--- config.mk ---
export PLATFORM = sky130hd
export DESIGN_NAME = mult_share_arbiter
export DESIGN_NICKNAME = d
export VERILOG_FILES = /design/src/rtl/mult_share_arbiter.sv
export SDC_FILE = /design/constraint.sdc
export NUM_CORES = 1
export LEC_CHECK = 0
export BUFFER_PORTS_ARGS = -buffer_cell sky130_fd_sc_hd__buf_2
export CAP_MARGIN = 20
export CORE_MARGIN = 5
export CORE_UTILIZATION = 52
export CTS_CLUSTER_DIAMETER = 150
export DETAILED_ROUTE_END_ITERATION = 6
export GPL_TIMING_DRIVEN = 0
export PLACE_DENSITY = 0.79
export SLEW_MARGIN = 30
export SYNTH_ARGS = -nofsm -noshare
export SYNTH_HDL_FRONTEND = slang
export SYNTH_SLANG_ARGS = --single-unit
--- constraint.sdc ---
create_clock -name clk -period 7.9 [get_ports clk]
set_input_delay 0.395 -clock clk [delete_from_list [all_inputs] [get_ports clk]]
set_output_delay 0.395 -clock clk [all_outputs]
set_load 0.02 [all_outputs]
--- src/rtl/mult_share_arbiter.sv ---
// Shares one 8x8 unsigned multiplier among NREQ requesters through an operand/product pipeline.
// Build option: define MSA_FIXED_PRIO_EN for fixed lowest-index priority instead of round-robin.
module mult_share_arbiter #(
    parameter int NREQ = 4,
    localparam int IDW = (NREQ > 1) ? $clog2(NREQ) : 1
) (
    input  logic                clk,
    input  logic                rst,
    input  logic [NREQ-1:0]     req_valid,
    input  logic [8*NREQ-1:0]   req_a,
    input  logic [8*NREQ-1:0]   req_b,
    output logic [NREQ-1:0]     req_ready,
    output logic                res_valid,
    output logic [15:0]         res_product,
    output logic [IDW-1:0]      res_id,
    input  logic                res_ready,
    output logic                busy
);

    logic           v1;
    logic           v2;
    logic [7:0]     a1;
    logic [7:0]     b1;
    logic [IDW-1:0] id1;
    logic [15:0]    p2;
    logic [IDW-1:0] id2;
    logic           load1;
    logic           load2;
    logic           found;
    logic [IDW-1:0] win;
    logic           grant;
    logic [15:0]    prod;

    assign load2 = v1 & (~v2 | res_ready);
    assign load1 = ~v1 | load2;
    assign grant = found & load1 & ~rst;

`ifdef MSA_FIXED_PRIO_EN
    // Lowest set index wins; scanning downward leaves the lowest one in win.
    always_comb begin
        found = 1'b0;
        win   = '0;
        for (int k = NREQ - 1; k >= 0; k--) begin
            if (req_valid[k]) begin
                found = 1'b1;
                win   = IDW'(k);
            end
        end
    end
`else
    logic [IDW-1:0] ptr;

    // Scan from ptr upward with wrap at NREQ; iterating offsets downward
    // lets the smallest offset from ptr be the last (winning) assignment.
    always_comb begin
        int idx;
        idx   = 0;
        found = 1'b0;
        win   = '0;
        for (int k = NREQ - 1; k >= 0; k--) begin
            idx = int'(ptr) + k;
            if (idx >= NREQ) idx = idx - NREQ;
            if (req_valid[idx]) begin
                found = 1'b1;
                win   = IDW'(idx);
            end
        end
    end

    always_ff @(posedge clk or posedge rst) begin
        if (rst) begin
            ptr <= '0;
        end else if (grant) begin
            ptr <= (win == IDW'(NREQ - 1)) ? '0 : win + IDW'(1);
        end
    end
`endif

    always_comb begin
        req_ready = '0;
        if (grant) req_ready[win] = 1'b1;
    end

    // Shift-and-add array multiplier standing in for the shared core.
    always_comb begin
        prod = '0;
        for (int i = 0; i < 8; i++) begin
            if (b1[i]) prod = prod + ({8'b0, a1} << i);
        end
    end

    always_ff @(posedge clk or posedge rst) begin
        if (rst) begin
            v1  <= 1'b0;
            a1  <= '0;
            b1  <= '0;
            id1 <= '0;
            v2  <= 1'b0;
            p2  <= '0;
            id2 <= '0;
        end else begin
            if (load1) begin
                v1 <= grant;
                if (grant) begin
                    a1  <= req_a[8*win +: 8];
                    b1  <= req_b[8*win +: 8];
                    id1 <= win;
                end
            end
            if (load2) begin
                v2  <= 1'b1;
                p2  <= prod;
                id2 <= id1;
            end else if (res_ready) begin
                v2 <= 1'b0;
            end
        end
    end

    assign res_valid   = v2;
    assign res_product = p2;
    assign res_id      = id2;
    assign busy        = v1 | v2;

endmodule

After elaboration in Yosys (flattened, before gate mapping)
Index checks and enable logic that the tools add are counted.
{ "word_totals": {"elab_cells": 86, "n_memories": 0, "latch_bits": 0, "register_bits": 40, "mem_bits_rw": 0, "rom_bits": 0, "output_inout_bits": 24} }
{ "op_classes": {"n_shift": 2, "reduce_logical": 3, "bitwise_logic": 9, "n_lt_le_gt_ge": 10, "mux": 38, "n_eq_ne": 1, "div": 0, "mul": 0, "add_sub_neg": 15} }
{ "op_table": {"columns": ["operator", "count"], "rows": [
  ["$lt 32x4->1 const B", 4],
  ["$mux 32", 4],
  ["$mux 16", 7],
  ["$shiftx 32x6->8", 2],
  ["$add 16x10->16", 1],
  ["$add 16x11->16", 1],
  ["$add 16x12->16", 1],
  ["$add 16x13->16", 1],
  ["$add 16x14->16", 1],
  ["$add 16x15->16", 1],
  ["$add 16x9->16", 1],
  ["$mux 1", 15],
  ["$sub 3x3->4 const B", 3],
  ["$mux 2", 5],
  ["$ge 3x3->1 const B", 3],
  ["$bmux 1 s2", 4],
  ["$mux 8", 1],
  ["$add 2x2->3 const B", 2],
  ["$mux 4", 1],
  ["$sub 2x3->4 const B", 1],
  ["$add 2x1->3 const B", 1],
  ["$and 1x1->1", 3],
  ["$ge 2x3->1 const B", 1],
  ["$lt 2x3->1 const B", 1],
  ["other kinds (9)", 13]
]} }

Logic depth before layout (Yosys ltp)
Gate-level depths: netlist of the first run.
{ "logic_depth": {"word_depth": 15, "mapped_depth": 50, "depth_no_buf": 49} }

Least setup slack after synthesis of the first run
OpenSTA, ideal clock, no wires.
{ "synth_path": {"path_type": "register to register", "startpoint": "register b1[0]", "endpoint": "register p2[14] (netlist: res_product[14])", "setup_ps": 126, "arrival_time_ps": 8110, "slack_ps": -336, "stages_incl_launch_ff": 39, "n_path_buf": 1, "cell_sequence": "dfrtp_1 -> buf_2 -> and2_1 -> ha_1 -> fa_1 -> o2111ai_1 -> a21boi_0 -> o31ai_1 -> ha_1 -> o21ai_1 -> o21bai_1 -> a211o_1 -> a31o_2 -> ha_1 -> a21o_1 -> nand2_1 -> nand3_1 -> xnor2_1 -> (+3 left out) -> a31oi_1 -> xnor2_1 -> mux2_2 -> ha_1 -> a21o_1 -> a31oi_1 -> mux2i_1 -> or2_1 -> ha_1 -> a2111oi_0 -> o21ai_1 -> xnor2_1 -> o2bb2ai_1 -> ha_1 -> a21oi_1 -> o21ai_0 -> mux2i_1 -> a221o_1"} }
{ "synth_via": {"elab_chain_len": 15} }
{ "synth_rtl": {"columns": ["item", "line_no", "rtl"], "rows": [
  ["from (decl)", "23", "logic [7:0] b1;"],
  ["from (signal assigned)", "106", "b1 <= req_b[8*win +: 8];"],
  ["$mux 8 *", "88", "if (b1[i]) prod = prod + ({8'b0, a1} << i);"],
  ["$add 16x9->16", "88", null],
  ["$mux 16 *", "88", null],
  ["$add 16x10->16", "88", null],
  ["$mux 16 *", "88", null],
  ["$add 16x11->16", "88", null],
  ["$mux 16 *", "88", null],
  ["$add 16x12->16", "88", null],
  ["$mux 16 *", "88", null],
  ["$add 16x13->16", "88", null],
  ["$mux 16 *", "88", null],
  ["$add 16x14->16", "88", null],
  ["$mux 16 *", "88", null],
  ["$add 16x15->16", "88", null],
  ["$mux 16 *", "88", null],
  ["to (signal assigned)", "112", "p2 <= prod;"],
  ["to (decl)", "25", "logic [15:0] p2;"]
]} }
Mark *: on every way between the ends. The rest lies on a longest branch, timed or not.
A chain may end at the register's enable or synchronous reset.

Worst setup path after layout of the first run
{ "layout_path": {"startpoint": "register a1[3]", "endpoint": "register p2[13] (netlist: res_product[13])"} }
{ "layout_via": {"elab_chain_len": 15} }
{ "layout_rtl": {"columns": ["item", "line_no", "rtl"], "rows": [
  ["from (decl)", "22", "logic [7:0] a1;"],
  ["from (signal assigned)", "105", "a1 <= req_a[8*win +: 8];"],
  ["$mux 8", "88", null],
  ["$add 16x9->16", "88", null],
  ["$mux 16", "88", null],
  ["$add 16x10->16", "88", null],
  ["$mux 16", "88", null],
  ["$add 16x11->16", "88", null],
  ["$mux 16", "88", null],
  ["$add 16x12->16", "88", null],
  ["$mux 16", "88", null],
  ["$add 16x13->16", "88", null],
  ["$mux 16", "88", null],
  ["$add 16x14->16", "88", null],
  ["$mux 16", "88", null],
  ["$add 16x15->16", "88", null],
  ["$mux 16 *", "88", null]
]} }
Marks and branches as above.

==> results of run 1 <==
## state kept, by name, summed over array words and instances (netlist names)
signal       flops
res_product     16
a1               8
b1               8
id1              2
ptr              2
res_id           2
res_valid        1
v1               1
## area by class of cell
type / instances / area share
inverters: 39 / 0.0190
well taps: 136 / 0.0214
flip-flops and latches: 40 / 0.128
clock buffers: 8 / 0.0113
plain buffers: 31 / 0.0170
repair buffers: 198 / 0.163
multi-input cells: 618 / 0.641
## timing repair
item,CTS,global route
pin swaps,61,56
hold buffers,0,0
endpoints found under the hold margin,0,0
buffers inserted,81,22
endpoints found under the setup margin,8,9
resized for setup,126,69
## metal layers
layer | wire length (um) | global-route usage | vias up
li1 | - | - | 2993
met1 | 8790 | 0.388 | 3306
met2 | 11100 | 0.555 | 687
met3 | 2690 | 0.0546 | 208
met4 | 2250 | 0.199 | 0
met5 | 0 | 0 | -
## cell usage in the layout (no fill, tap or decap), types with 5 or more instances in the layout
cell,Yosys,layout
fa_2,0,5
a221o_1,5,5
nand3_1,24,22
and2_1,9,7
ha_2,0,5
nor3_1,11,8
a21o_1,13,12
o21a_1,14,13
o21ai_2,0,12
nor2_1,45,40
a211oi_2,3,7
ha_4,0,24
clkbuf_8,0,7
mux2_4,1,5
dfrtp_1,40,34
buf_2,2,95
inv_1,38,31
xnor2_2,0,8
a21oi_2,1,11
nand2b_1,13,12
nand2_1,156,152
mux2i_1,10,9
inv_2,0,5
a21oi_1,38,25
buf_4,0,99
a31oi_4,0,5
o21ai_1,6,10
o21ai_0,67,49
and3_1,6,6
xnor2_1,19,10
ha_1,62,33
clkbuf_1,27,29
## critical path, delay by kind of cell (launching register included)
family | cells | cell delay [ps]
AOI/OAI and AO/OA | 16 | 2870
xor gates and xnor gates | 2 | 290
adders and majority gates | 8 | 2750
buffers and inverters | 2 | 250
DFF | 1 | 630
muxes | 2 | 540
and+or+nand+nor | 11 | 1610
## cell usage after synthesis (5+ instances only)
| library cell | instances | area (um^2) |
|---|---|---|
| nor2_1 | 45 | 169 |
| o21ai_1 | 6 | 30.0 |
| nor2b_1 | 10 | 62.6 |
| clkbuf_1 | 27 | 101 |
| nand2b_1 | 13 | 81.3 |
| mux2i_1 | 10 | 100 |
| nor3_1 | 11 | 55.1 |
| a211oi_1 | 9 | 67.6 |
| o21a_1 | 14 | 105 |
| a221o_1 | 5 | 50.1 |
| mux2_2 | 5 | 56.3 |
| xnor2_1 | 19 | 166 |
| a21o_1 | 13 | 97.6 |
| inv_1 | 38 | 143 |
| o31ai_1 | 7 | 52.6 |
| o21ai_0 | 67 | 335 |
| a21oi_1 | 38 | 190 |
| and2_1 | 9 | 56.3 |
| dfrtp_1 | 40 | 1000 |
| xor2_1 | 5 | 43.8 |
| and3_1 | 6 | 37.5 |
| a31oi_1 | 7 | 43.8 |
| fa_1 | 7 | 140 |
| nand2_1 | 156 | 586 |
| ha_1 | 62 | 776 |
| nand3_1 | 24 | 120 |
## logic make-up after synthesis
group,count (synthesis),share of synthesized area
adder cells (fa/ha/maj),69,0.172
buffers and inverters,71,0.0522
AO/OA/AOI/OAI,218,0.273
flip-flops,40,0.188
multiplexers,16,0.0322
AND/OR/NAND/NOR,291,0.242
XOR/XNOR,24,0.0395
## metrics by stage
| step | instances | setup WS [ps] | area, um^2 | util |
|---|---|---|---|---|
| after floorplan | 729 | 10.5 | 5410 | - |
| after global placement | 959 | -834 | 6050 | 0.597 |
| after detailed placement | 960 | -1110 | 6070 | 0.599 |
| after CTS | 1049 | -215 | 7470 | 0.737 |
| after global routing | 1070 | -1370 | 7970 | 0.786 |
| final | 1070 | -1170 | 7970 | 0.786 |
## worst paths after layout
path / startpoint / endpoint
min in group clk: rst / v1
setup / recovery: a1[3] / res_product[13]
hold reg to reg: id1[1] / res_id[1]
max in group asynchronous: rst / a1[6]
setup reg to reg: a1[3] / res_product[13]
hold / removal: rst / res_product[12]
==> results.txt, run 1 <==
Outcome -> finished with violations
Violated checks -> setup timing
Nets@finish -> 1073
Multi-input gate area -> 5110 um^2
Syn Area/Cell -> 7.30 um^2
Tmin final -> 9070 ps
Startpoint types -> flip-flop
DRC viols -> 0
H-tree Lvls -> 2
Measured slew at the worst slew-check pin -> 847 ps
Fin Hold WS -> 29.9 ps
Area Overhead vs Synth -> 49.8%
GRT Util Overall -> 0.328
Ant diodes -> 0
Pin count of the biggest net entering global routing -> 32
Vias in the first global route -> 6824
Routed wire length -> 24.8 mm
Top-Level Pins -> 95
Setup crit end kind -> flip-flop
Clock transition at path regs -> 90 ps
Slew headroom -> 0.431
Fmax -> 0.110 GHz
Critical path class -> reg -> reg
Num CTS Buffers -> 5
Horiz. Die Dim -> 111 um
Cell row count -> 37
Synth Net Count -> 869
Cell count after synthesis -> 729
Die height -> 111 um
Final period util -> 1.15
Data arrival, critical path -> 9250 ps
Final Max Slew Viols -> 0
CP Max Fanout -> 13
WL/cell -> 23.2 um
Number of port buffers -> 94
Worst-Skew Late Latency -> 300 ps
PnR worst setup slack -> -1170 ps
Hold Path Class -> in -> async
First-pass GRT wire length -> 33.9 mm
Clock skew -> 16.0 ps
Initial DRC count -> 847
Filler instances -> 572
# Max-Cap Violations -> 0
Post-DRT Antenna Nets -> 0
Clock root cell -> clkbuf_8
Synthesis Warnings -> 0
DPL Wire Length -> 12.9 mm
Reg2reg setup slack -> -1170 ps
Via density -> 6.72
Synthesized area -> 5320 um^2
CTS tree -> built
Crit path required time -> 8080 ps
Register Area -> 1020 um^2
Share of layout cells above drive strength 1 -> 0.396
#FFs+latches synth -> 40
Distinct cells, synth -> 70
Final hold violations -> 0
Slowest cell on the critical path -> dfrtp_4
Pre-antenna DRT Iters -> 5
CTS max path bufs -> 2
Total vias in the final route -> 7194
Core Box Area -> 10100 um^2
Initial Utilization -> 0.525
Die Footprint -> 12400 um^2
Cells on worst reg2reg path -> 41
Async S/R FF share, synth -> 1.00
Antenna violations before repair -> 0
Gpl congestion -> 0.990
Seq/Total Area, Yosys -> 0.188
Setup_tns -> -7770 ps
Number of synthesized flops with an enable pin -> 0
RSZ-0062 raised after global routing -> yes
Final setup vio count -> 9
Top FF cell, synth -> dfrtp_1
# clock sinks -> 40
Max incr delay on CP -> 630 ps
Gr ovfl total -> 0
Power of run 1 is not shown: default switching activity piles up to over one toggle a cycle in this logic, so the estimate is an artifact.
==> inputs of run 2 (changes only) <==
--- a/config.mk
+++ b/config.mk
@@ -13,3 +13,2 @@
 export DETAILED_ROUTE_END_ITERATION = 6
-export GPL_TIMING_DRIVEN = 0
 export PLACE_DENSITY = 0.79
==> constraint.sdc (replaced) <==
create_clock -name clk -period 7.9 [get_ports clk]
set_input_delay 1.58 -clock clk [delete_from_list [all_inputs] [get_ports clk]]
set_output_delay 1.58 -clock clk [all_outputs]
set_load 0.02 [all_outputs]
==> run 2 against run 1 <==
  * Non-clock buffer count rose by 18
  * Critical path type unchanged
  * Via count decreased by 0.13%
  * Sequential share of layout area is 0.43 points lower
  * Hold slack improved by 430 ps
  * The run ends with DRC, setup timing left
==> results.txt, run 2 (synthesis gave the netlist of run 1 again) <==
Startpoint types -> flip-flop
Pin count of the biggest net entering global routing -> 41 (+28%)
Ant diodes -> 0 (unchanged)
Pre-antenna DRT Iters -> 7 (+2)
Filler instances -> 502 (-12%)
First-pass GRT wire length -> 31.4 mm (-7.2%)
Vias in the first global route -> 6742 (-1.2%)
Critical Path Stages -> 43 (+4.9%)
H-tree Lvls -> 2 (unchanged)
Initial DRC count -> 849 (+0.24%)
Area Overhead vs Synth -> 52.9%
Fmax -> 0.109 GHz (-1.4%)
Number of port buffers -> 94 (unchanged)
Antenna violations before repair -> 0 (unchanged)
Routed wire length -> 25.1 mm (+1.1%)
Most frequent cells in the layout -> nand2_1 (152), buf_4 (145), buf_2 (94), o21ai_0 (48), dfrtp_1 (39)
Post-DRT Antenna Nets -> 0 (unchanged)
Core Box Area -> 10100 um^2 (unchanged)
# Max-Cap Violations -> 0 (unchanged)
Die Footprint -> 12400 um^2 (unchanged)
Cell row count -> 37 (unchanged)
Clock root cell -> clkbuf_8
Final hold violations -> 0 (unchanged)
GRT Util Overall -> 0.305 (-0.0233)
RSZ-0062 raised after global routing -> yes
CTS max path bufs -> 2 (unchanged)
Final setup vio count -> 8 (-1)
Critical path class -> reg -> reg
Violated checks -> DRC, setup timing
Initial Utilization -> 0.525 (unchanged)
DPL Wire Length -> 12.8 mm (-0.70%)
Share of layout cells above drive strength 1 -> 0.428 (+0.0314)
Total vias in the final route -> 7185 (-0.13%)
WL/cell -> 23.1 um (-0.53%)
Family with the most delay on the worst path -> compound AO/OA/AOI/OAI gates
CP startpoint -> b1[0]
CP Max Fanout -> 9 (-4)
CTS tree -> built
Placed Cells -> 1022 (+6.5%)
Reg2reg setup slack -> -1300 ps (-130 ps)
Setup crit end kind -> flip-flop
Register Area -> 1000 um^2 (-1.4%)
Slowest cell on the critical path -> dfrtp_1
Reg2Reg Capture Point -> res_product[13]
Slew headroom -> 0.319 (-0.112)
Hold Path Class -> reg -> reg
Data arrival, critical path -> 9390 ps (+140 ps)
Worst-Skew Late Latency -> 310 ps (about the same)
PnR worst setup slack -> -1300 ps (-127 ps)
Crit path capture -> res_product[13]
Gr ovfl total -> 0 (unchanged)
Die height -> 111 um (unchanged)
Crit path required time -> 8090 ps (about the same)
Non-Filler Instances -> 1088 (+1.7%)
Clock transition at path regs -> 90 ps (about the same)
Outcome -> finished with violations
Gpl congestion -> 0.924 (-6.7%)
Cells on worst reg2reg path -> 43 (+4.9%)
# clock sinks -> 40 (unchanged)
DP Area -> 6640 um^2 (+9.4%)
Commonest non-fill, non-tap cell in the layout -> nand2_1
Top-Level Pins -> 95 (unchanged)
Num CTS Buffers -> 5 (unchanged)
Via density -> 6.60 (-1.8%)
CP dominant cell by count -> ha_4
Clock skew -> 11.0 ps (-5.03 ps)
Horiz. Die Dim -> 111 um (unchanged)
Nets@finish -> 1091 (+1.7%)
Multi-input gate area -> 5000 um^2 (-2.2%)
Worst flop-to-flop path startpoint -> b1[0]
Finished Cell Area -> 8130 um^2 (+2.1%)
DRC viols -> 16 (+16)
Final Max Slew Viols -> 0 (unchanged)
Final period util -> 1.16 (+0.0161)
Max incr delay on CP -> 420 ps (-210 ps)
Tmin final -> 9200 ps (+127 ps)
Max reg flops -> 16 (unchanged)
Buf/Inv on CP -> 4 (+2)
Measured slew at the worst slew-check pin -> 1020 ps (+175 ps)
run 2: cell type report:
type	instances	share of cell area
clock inverter	3	0.0111
inverter	39	0.0180
multi-input combinational	618	0.614
timing repair buffer	247	0.204
clock buffer	5	0.00846
tap	136	0.0209
sequential	40	0.123
run 2: how the worst min path moves through the flow:
stage                        start              to  slack [ps]  cells after the start
finish                      id1[1]       res_id[1]         460                      2
detailed placement  res_product[0]  res_product[0]         450                      2
CTS                 res_product[0]  res_product[0]         470                      2
global route        res_product[0]  res_product[0]         480                      2
floorplan                   id1[0]       res_id[0]         440                      2
global placement    res_product[2]  res_product[2]         450                      2
run 2: repair_timing:
action | 4_1_cts | 5_1_grt
gates resized for setup | 62 | 104
setup buffers | 32 | 26
endpoints found under the setup margin | 7 | 8
hold buffers | 0 | 0
pin swaps | 44 | 58
run 2: through the flow:
stage	TNS, ps	setup slack (ps)	util	hold slack (ps)
6_report	-8600	-1300	0.802	464
5_1_grt	-10330	-1560	0.802	485
4_1_cts	-636	-184	0.731	469
3_5_place_dp	-3010	-620	0.655	451
3_3_place_gp	-1200	-346	0.655	447
2_1_floorplan	0	10.5	-	439
run 2: per-layer routing:
layer | wire length [um] | track usage | vias to the layer above
li1 | - | - | 3049
met1 | 8710 | 0.336 | 3208
met2 | 11000 | 0.536 | 670
met3 | 2830 | 0.0502 | 258
met4 | 2580 | 0.203 | 0
met5 | 0 | 0 | -
run 2: worst register-to-register path: cells and delay by family (launching register included):
kind | cells | cell delay [ps]
compound gates | 15 | 3250
xor+xnor | 3 | 510
fa+ha+maj | 7 | 1940
buf+inv | 4 | 520
flops | 1 | 420
mux | 3 | 870
simple gates | 11 | 1570
Power of run 2 is left out for the same reason.
